--- config.mk ---
export PLATFORM = sky130hd
export DESIGN_NAME = dma_channel_arbiter
export DESIGN_NICKNAME = d
export VERILOG_FILES = /design/src/rtl/dma_channel_arbiter.sv
export SDC_FILE = /design/constraint.sdc
export NUM_CORES = 1
export LEC_CHECK = 0
export CAP_MARGIN = 20
export CORE_MARGIN = 2
export CORE_UTILIZATION = 49
export DETAILED_ROUTE_END_ITERATION = 6
export PLACE_DENSITY = 0.81
export SYNTH_ARGS = -nofsm -noshare
export SYNTH_HDL_FRONTEND = slang
export SYNTH_SLANG_ARGS = --single-unit
--- constraint.sdc ---
create_clock -name AXI_aclk -period 1.5 [get_ports AXI_aclk]
set_input_delay 0.3 -clock AXI_aclk [delete_from_list [all_inputs] [get_ports AXI_aclk]]
set_output_delay 0.3 -clock AXI_aclk [all_outputs]
set_load 0.05 [all_outputs]
--- src/rtl/dma_channel_arbiter.sv ---
// Two-channel DMA arbiter: priority/round-robin grant, per-engine burst quanta, CPU-config suspend.
// Optional loss-aging override is compiled in with `define DMA_ARB_AGING_EN.
module dma_channel_arbiter #(
  parameter int unsigned QUANTUM   = 4,
  parameter int unsigned CNT_W     = 8,
  parameter int unsigned AGE_LIMIT = 3
) (
  input  logic       AXI_aclk,
  input  logic       AXI_aresetn,
  input  logic       muxSel1,
  input  logic       CPU_interrupt_CFG,
  input  logic       CPU_interrupt_end,
  input  logic [1:0] ch_req,
  input  logic [1:0] ch_prio,
  input  logic       rd_burst_done,
  input  logic       rd_last,
  input  logic       wr_burst_done,
  input  logic       wr_last,
  output logic       arbitrate,
  output logic       winner,
  output logic       validChannels,
  output logic       give1,
  output logic       give2
);

  if (QUANTUM < 1 || AGE_LIMIT < 1 ||
      longint'(QUANTUM) > (longint'(1) << CNT_W) - longint'(1)) begin : g_bad_cfg
    $error("dma_channel_arbiter: illegal QUANTUM/CNT_W/AGE_LIMIT combination");
  end

  typedef enum logic [2:0] {
    ST_IDLE,
    ST_ARB,
    ST_ACTIVE,
    ST_RELEASE,
    ST_SUSPEND
  } state_t;

  localparam logic [CNT_W-1:0] QMAX = CNT_W'(QUANTUM - 1);

  state_t           state_q, state_d;
  logic             winner_q, winner_d;
  logic             last_winner_q, last_winner_d;
  logic [CNT_W-1:0] rd_cnt_q, rd_cnt_d;
  logic [CNT_W-1:0] wr_cnt_q, wr_cnt_d;
  logic             give1_q, give1_d;
  logic             give2_q, give2_d;
  logic             valid_q, valid_d;
  logic             pick;

`ifdef DMA_ARB_AGING_EN
  localparam int unsigned AGE_W = (AGE_LIMIT < 4) ? 2 : $clog2(AGE_LIMIT + 1);
  localparam logic [AGE_W-1:0] AGE_MAX = AGE_W'(AGE_LIMIT);

  logic [1:0][AGE_W-1:0] age_q, age_d;
  logic [1:0]            aged;

  assign aged = {age_q[1] >= AGE_MAX, age_q[0] >= AGE_MAX};
`endif

  // Grant candidate, only consumed on the IDLE -> ARB edge
  always_comb begin
    pick = 1'b0;
    if (ch_req != 2'b11) begin
      pick = ch_req[1];
    end else if (ch_prio[0] != ch_prio[1]) begin
      pick = ch_prio[1];
    end else begin
      pick = ~last_winner_q;
    end
`ifdef DMA_ARB_AGING_EN
    // A starved channel overrides priority only when both are contending
    if (ch_req == 2'b11) begin
      if (aged == 2'b01) begin
        pick = 1'b0;
      end else if (aged == 2'b10) begin
        pick = 1'b1;
      end
    end
`endif
  end

  always_comb begin
    state_d       = state_q;
    winner_d      = winner_q;
    last_winner_d = last_winner_q;
    rd_cnt_d      = rd_cnt_q;
    wr_cnt_d      = wr_cnt_q;
    give1_d       = give1_q;
    give2_d       = give2_q;
`ifdef DMA_ARB_AGING_EN
    age_d         = age_q;
`endif
    valid_d = ((state_q == ST_ACTIVE) || (state_q == ST_SUSPEND)) && ch_req[winner_q];

    unique case (state_q)
      ST_IDLE: begin
        if (!muxSel1 && (ch_req != 2'b00)) begin
          state_d  = ST_ARB;
          winner_d = pick;
        end
      end

      ST_ARB: begin
        last_winner_d = winner_q;
        rd_cnt_d      = '0;
        wr_cnt_d      = '0;
        give1_d       = 1'b0;
        give2_d       = 1'b0;
        state_d       = ST_ACTIVE;
`ifdef DMA_ARB_AGING_EN
        for (int unsigned i = 0; i < 2; i++) begin
          if (winner_q == 1'(i)) begin
            age_d[i] = '0;
          end else if (ch_req[i] && (age_q[i] != AGE_MAX)) begin
            age_d[i] = age_q[i] + AGE_W'(1);
          end
        end
`endif
      end

      ST_ACTIVE: begin
        // Config interrupt wins over a same-cycle release; engine pulses that cycle are dropped
        if (CPU_interrupt_CFG) begin
          state_d = ST_SUSPEND;
        end else begin
          if (give1_q && give2_q) begin
            state_d = ST_RELEASE;
          end
          if (!give1_q) begin
            if (rd_burst_done && (rd_cnt_q != QMAX)) begin
              rd_cnt_d = rd_cnt_q + CNT_W'(1);
            end
            if ((rd_burst_done && (rd_cnt_q == QMAX)) || rd_last) begin
              give1_d = 1'b1;
            end
          end
          if (!give2_q) begin
            if (wr_burst_done && (wr_cnt_q != QMAX)) begin
              wr_cnt_d = wr_cnt_q + CNT_W'(1);
            end
            if ((wr_burst_done && (wr_cnt_q == QMAX)) || wr_last) begin
              give2_d = 1'b1;
            end
          end
        end
      end

      ST_RELEASE: begin
        if (!muxSel1) begin
          give1_d = 1'b0;
          give2_d = 1'b0;
          state_d = ST_IDLE;
        end
      end

      ST_SUSPEND: begin
        if (CPU_interrupt_end) begin
          state_d = ST_ACTIVE;
        end
      end

      default: state_d = ST_IDLE;
    endcase
  end

  always_ff @(posedge AXI_aclk or negedge AXI_aresetn) begin
    if (!AXI_aresetn) begin
      state_q       <= ST_IDLE;
      winner_q      <= 1'b0;
      last_winner_q <= 1'b1;
      rd_cnt_q      <= '0;
      wr_cnt_q      <= '0;
      give1_q       <= 1'b0;
      give2_q       <= 1'b0;
      valid_q       <= 1'b0;
`ifdef DMA_ARB_AGING_EN
      age_q         <= '0;
`endif
    end else begin
      state_q       <= state_d;
      winner_q      <= winner_d;
      last_winner_q <= last_winner_d;
      rd_cnt_q      <= rd_cnt_d;
      wr_cnt_q      <= wr_cnt_d;
      give1_q       <= give1_d;
      give2_q       <= give2_d;
      valid_q       <= valid_d;
`ifdef DMA_ARB_AGING_EN
      age_q         <= age_d;
`endif
    end
  end

  assign arbitrate     = (state_q == ST_ARB);
  assign winner        = winner_q;
  assign validChannels = valid_q;
  assign give1         = give1_q;
  assign give2         = give2_q;

endmodule

==> results.py <==
metrics = {
    "logic_synthesis": {
        "synth_top_area_share_pct": 40.9,
        "synthFlopType": "dfrtp_1",
        "netlist_area_mm2": 0.00141,
        "synthMuxAreaShare_pct": 2.94,
        "synth_largest_area_cell": "dfrtp_1",
        "synth_top_family_by_area": "compound AO/OA/AOI/OAI gates",
        "synth_most_common_cell": "dfrtp_1",
        "yosysWarnings": 0,
        "synthXorXnorAreaFrac_pct": 0.623,
        "async_flop_share_pct": 100,
        "synth-simple-area-share_pct": 21.9,
        "yosys_register_bits": 24,
        "syn_area_per_cell_um2": 8.96,
        "synth_edf_count": 0,
        "synth_cells": 157,
        "synth_cell_types": 43,
        "synth_area_leaders": "dfrtp_1 (41%), o21ai_0 (5.3%), a21oi_1 (4.3%)",
        "synth_compound_area_share_pct": 25.4,
        "synthAdderAreaFrac_pct": 2.49,
        "synth.yosys.seq_area_share_pct": 42.8,
        "synth_fp_nets": 172,
        "ys_top_cells_by_count": "dfrtp_1 (23), o21ai_0 (15), a21oi_1 (12), nand2_1 (12), nand3_1 (7)",
    },
    "timing": {
        "setup_viol": 20,
        "min_period_ps": 1710,
        "worst_slack_ps": -210,
        "setup_tns_ps": -1830,
        "finalClockSkew_ps": 3.98,
        "rsz0062_at_grt": "yes",
        "hold-worst-slack_ps": 316,
        "tightest_slew_ps": 370,
        "maxSlewHeadroom_pct": 75.0,
        "max_freq_ghz": 0.585,
        "min_period_over_period_pct": 114,
        "maxSlewViolCount": 0,
        "hold_violations": 0,
    },
    "die": {
        "io-pin-count": 18,
        "core_area_mm2": 0.00273,
        "dieArea_mm2": 0.00331,
        "fp.dieW_um": 57.6,
        "initial_utilization_pct": 51.4,
        "die_h_um": 57.6,
        "core.rowCount": 19,
    },
    "clock_tree": {
        "hold_buffers": 0,
        "clk_latency_ps": 320,
        "cts_tree": "done",
        "h-tree-depth": 1,
        "cts_inserted_buffers": 3,
        "cts_buffer_depth": 2,
        "cts_sinks": 24,
        "root_buffer": "clkbuf_4",
        "path_clk_slew_ps": 140,
    },
    "power": {
        "p_seq_share_pct": 25.7,
        "power_frac_comb_pct": 64.9,
        "peakVddDrop_v": 0.00170,
        "power_density_mw_per_mm2": 1730,
        "intPower_mw": 2.19,
        "p_leak_nw": 0.955,
        "pwr-share-clk_pct": 9.5,
        "swShare_pct": 42.5,
        "p_sw_mw": 1.62,
        "power_mw": 3.81,
    },
    "detailed_routing": {
        "drc": 0,
        "drtIter0Drc": 110,
        "drt_pre_antenna_iters": 4,
        "vias": 1570,
        "antenna_left": 0,
        "drt_wl_total_mm": 4.70,
        "wl_per_cell_um": 19.0,
        "post_drt_via_cell_ratio": 6.33,
    },
    "critical_path": {
        "crit_fanout": 5,
        "worstPathRequired_ps": 1200,
        "critPathCaptureType": "primary output",
        "path_class": "flip-flop to primary output",
        "worstPathArrival_ps": 1410,
        "startpoint_type": "flip-flop",
    },
    "grt": {
        "grt_pass1_wl_mm": 7.36,
        "overflow": 0,
        "grt_use_total_pct": 29.1,
        "grt_pass1_vias": 1650,
        "grt_use_met1_pct": 34.6,
        "met3_usage_pct": 7.94,
        "grt_start_max_net_pins": 25,
        "grt-busiest-layer": "met2",
        "antenna_found_initial": 0,
        "gr-usage-met2_pct": 45.8,
    },
    "final_layout": {
        "fill_cells": 150,
        "antennaDiodeCount": 0,
        "nNetsFinal": 233,
        "syn2layout_area_growth_pct": 56.9,
        "final_cells": 248,
        "final_util_pct": 80.7,
        "finalInstanceArea_mm2": 0.00221,
        "layout-drive-gt1-share_pct": 40.6,
    },
    "placement": {
        "place_inst": 228,
        "dp_hpwl_mm": 2.78,
        "place_area_mm2": 0.00190,
        "dp_slack_ps": -560,
        "finalWeightedCongestion": 0.841,
        "portBuffers": 17,
    },
    "flow_run": {
        "drv_cap": 0,
    },
    "outcome": {
        "status": "finished, violations left",
        "violations": "negative setup slack",
    },
    "min_path": {
        "hp-class": "input pin to asynchronous set/reset pin",
    },
}
==> state kept, by name, indices dropped and copies added, names as in the netlist <==
signal / count
rd_cnt_q: 8
wr_cnt_q: 8
state_q: 3
give1: 1
give2: 1
last_winner_q: 1
validChannels: 1
winner: 1
==> routing by layer <==
metal | wire, um | up-vias
met2 | 2280 | 92
met1 | 1830 | 751
li1 | - | 709
met3 | 426 | 18
met5 | 0 | -
met4 | 168 | 0
==> critical path: stages (launching register included) <==
cell     delay [ps]
dfrtp_1         410
buf_6           130
buf_6            90
nor2b_4         130
nor2b_4         180
buf_12          150
==> final timing paths <==
| check | endpoint | from | slack [ps] | cells after the start |
|---|---|---|---|---|
| worst max register to register | rd_cnt_q[7]$_DFFE_PN0P_ | state_q[1]$_DFFE_PN0P_ | -170 | 4 |
| min in group AXI_aclk | wr_cnt_q[6]$_DFFE_PN0P_ | CPU_interrupt_CFG | 520 | 3 |
| max in group asynchronous | last_winner_q$_DFFE_PN1P_ | AXI_aresetn | 890 | 2 |
| worst min register to register | wr_cnt_q[0]$_DFFE_PN0P_ | wr_cnt_q[0]$_DFFE_PN0P_ | 540 | 1 |
| worst min-delay path | rd_cnt_q[4]$_DFFE_PN0P_ | AXI_aresetn | 320 | 2 |
| worst max-delay path | arbitrate | state_q[0]$_DFFE_PN0P_ | -210 | 5 |
==> cells in the final DEF (no fill, tap or decap), types with 2 or more instances in the layout <==
cell and count:
o21ai_1 10, mux2i_1 3, buf_6 3, a21oi_1 9, a31oi_1 6, nor3_1 3
nor2_1 3, o21ai_0 8, nand3b_1 2, buf_4 43, buf_12 5, nand2_1 11
nor2b_1 2, clkdlybuf4s50_1 11, inv_1 6, and3_1 4, a21oi_2 3, o41ai_1 2
o31ai_2 2, clkbuf_4 3, dfrtp_1 21, dfrtp_2 2, and2_1 4, a41oi_2 2
nor2b_4 3, nand3_1 7, nand2b_1 2
==> power by group through the flow <==
| stage | clock network, mW | logic (mW) | registers, mW |
|---|---|---|---|
| after global routing | 0.377 | 2.62 | 0.999 |
| after detailed placement | 0 | 1.88 | 0.968 |
| final | 0.360 | 2.47 | 0.978 |
| after CTS | 0.364 | 2.12 | 0.968 |
| after global placement | 0 | 1.80 | 0.962 |
| after floorplan | 0 | 0.915 | 1.11 |
==> layout make-up <==
cell class | instances | area, um2 | area share (%)
tap | 31 | 38.8 | 1.76
multi-input combinational | 119 | 917 | 41.6
timing repair buffer | 64 | 587 | 26.6
sequential | 24 | 604 | 27.4
clock buffer | 4 | 36.3 | 1.64
inverter | 6 | 22.5 | 1.02
==> kinds of logic (layout without fill, tap and decap cells) <==
logic type / Yosys count / in the layout
adders and majority gates: 3 / 3
buffers and inverters: 14 / 74
DFF: 24 / 24
AOI/OAI and AO/OA: 56 / 56
xor gates and xnor gates: 1 / 1
and+or+nand+nor: 55 / 55
muxes: 4 / 4
==> repair_timing <==
item | CTS | global route
resized for setup | 21 | 17
buffers inserted | 7 | 9
pin swaps | 11 | 5
cloned | 0 | 1
setup endpoints to repair | 20 | 22
No activity file was read; power rests on OpenSTA's default activity.
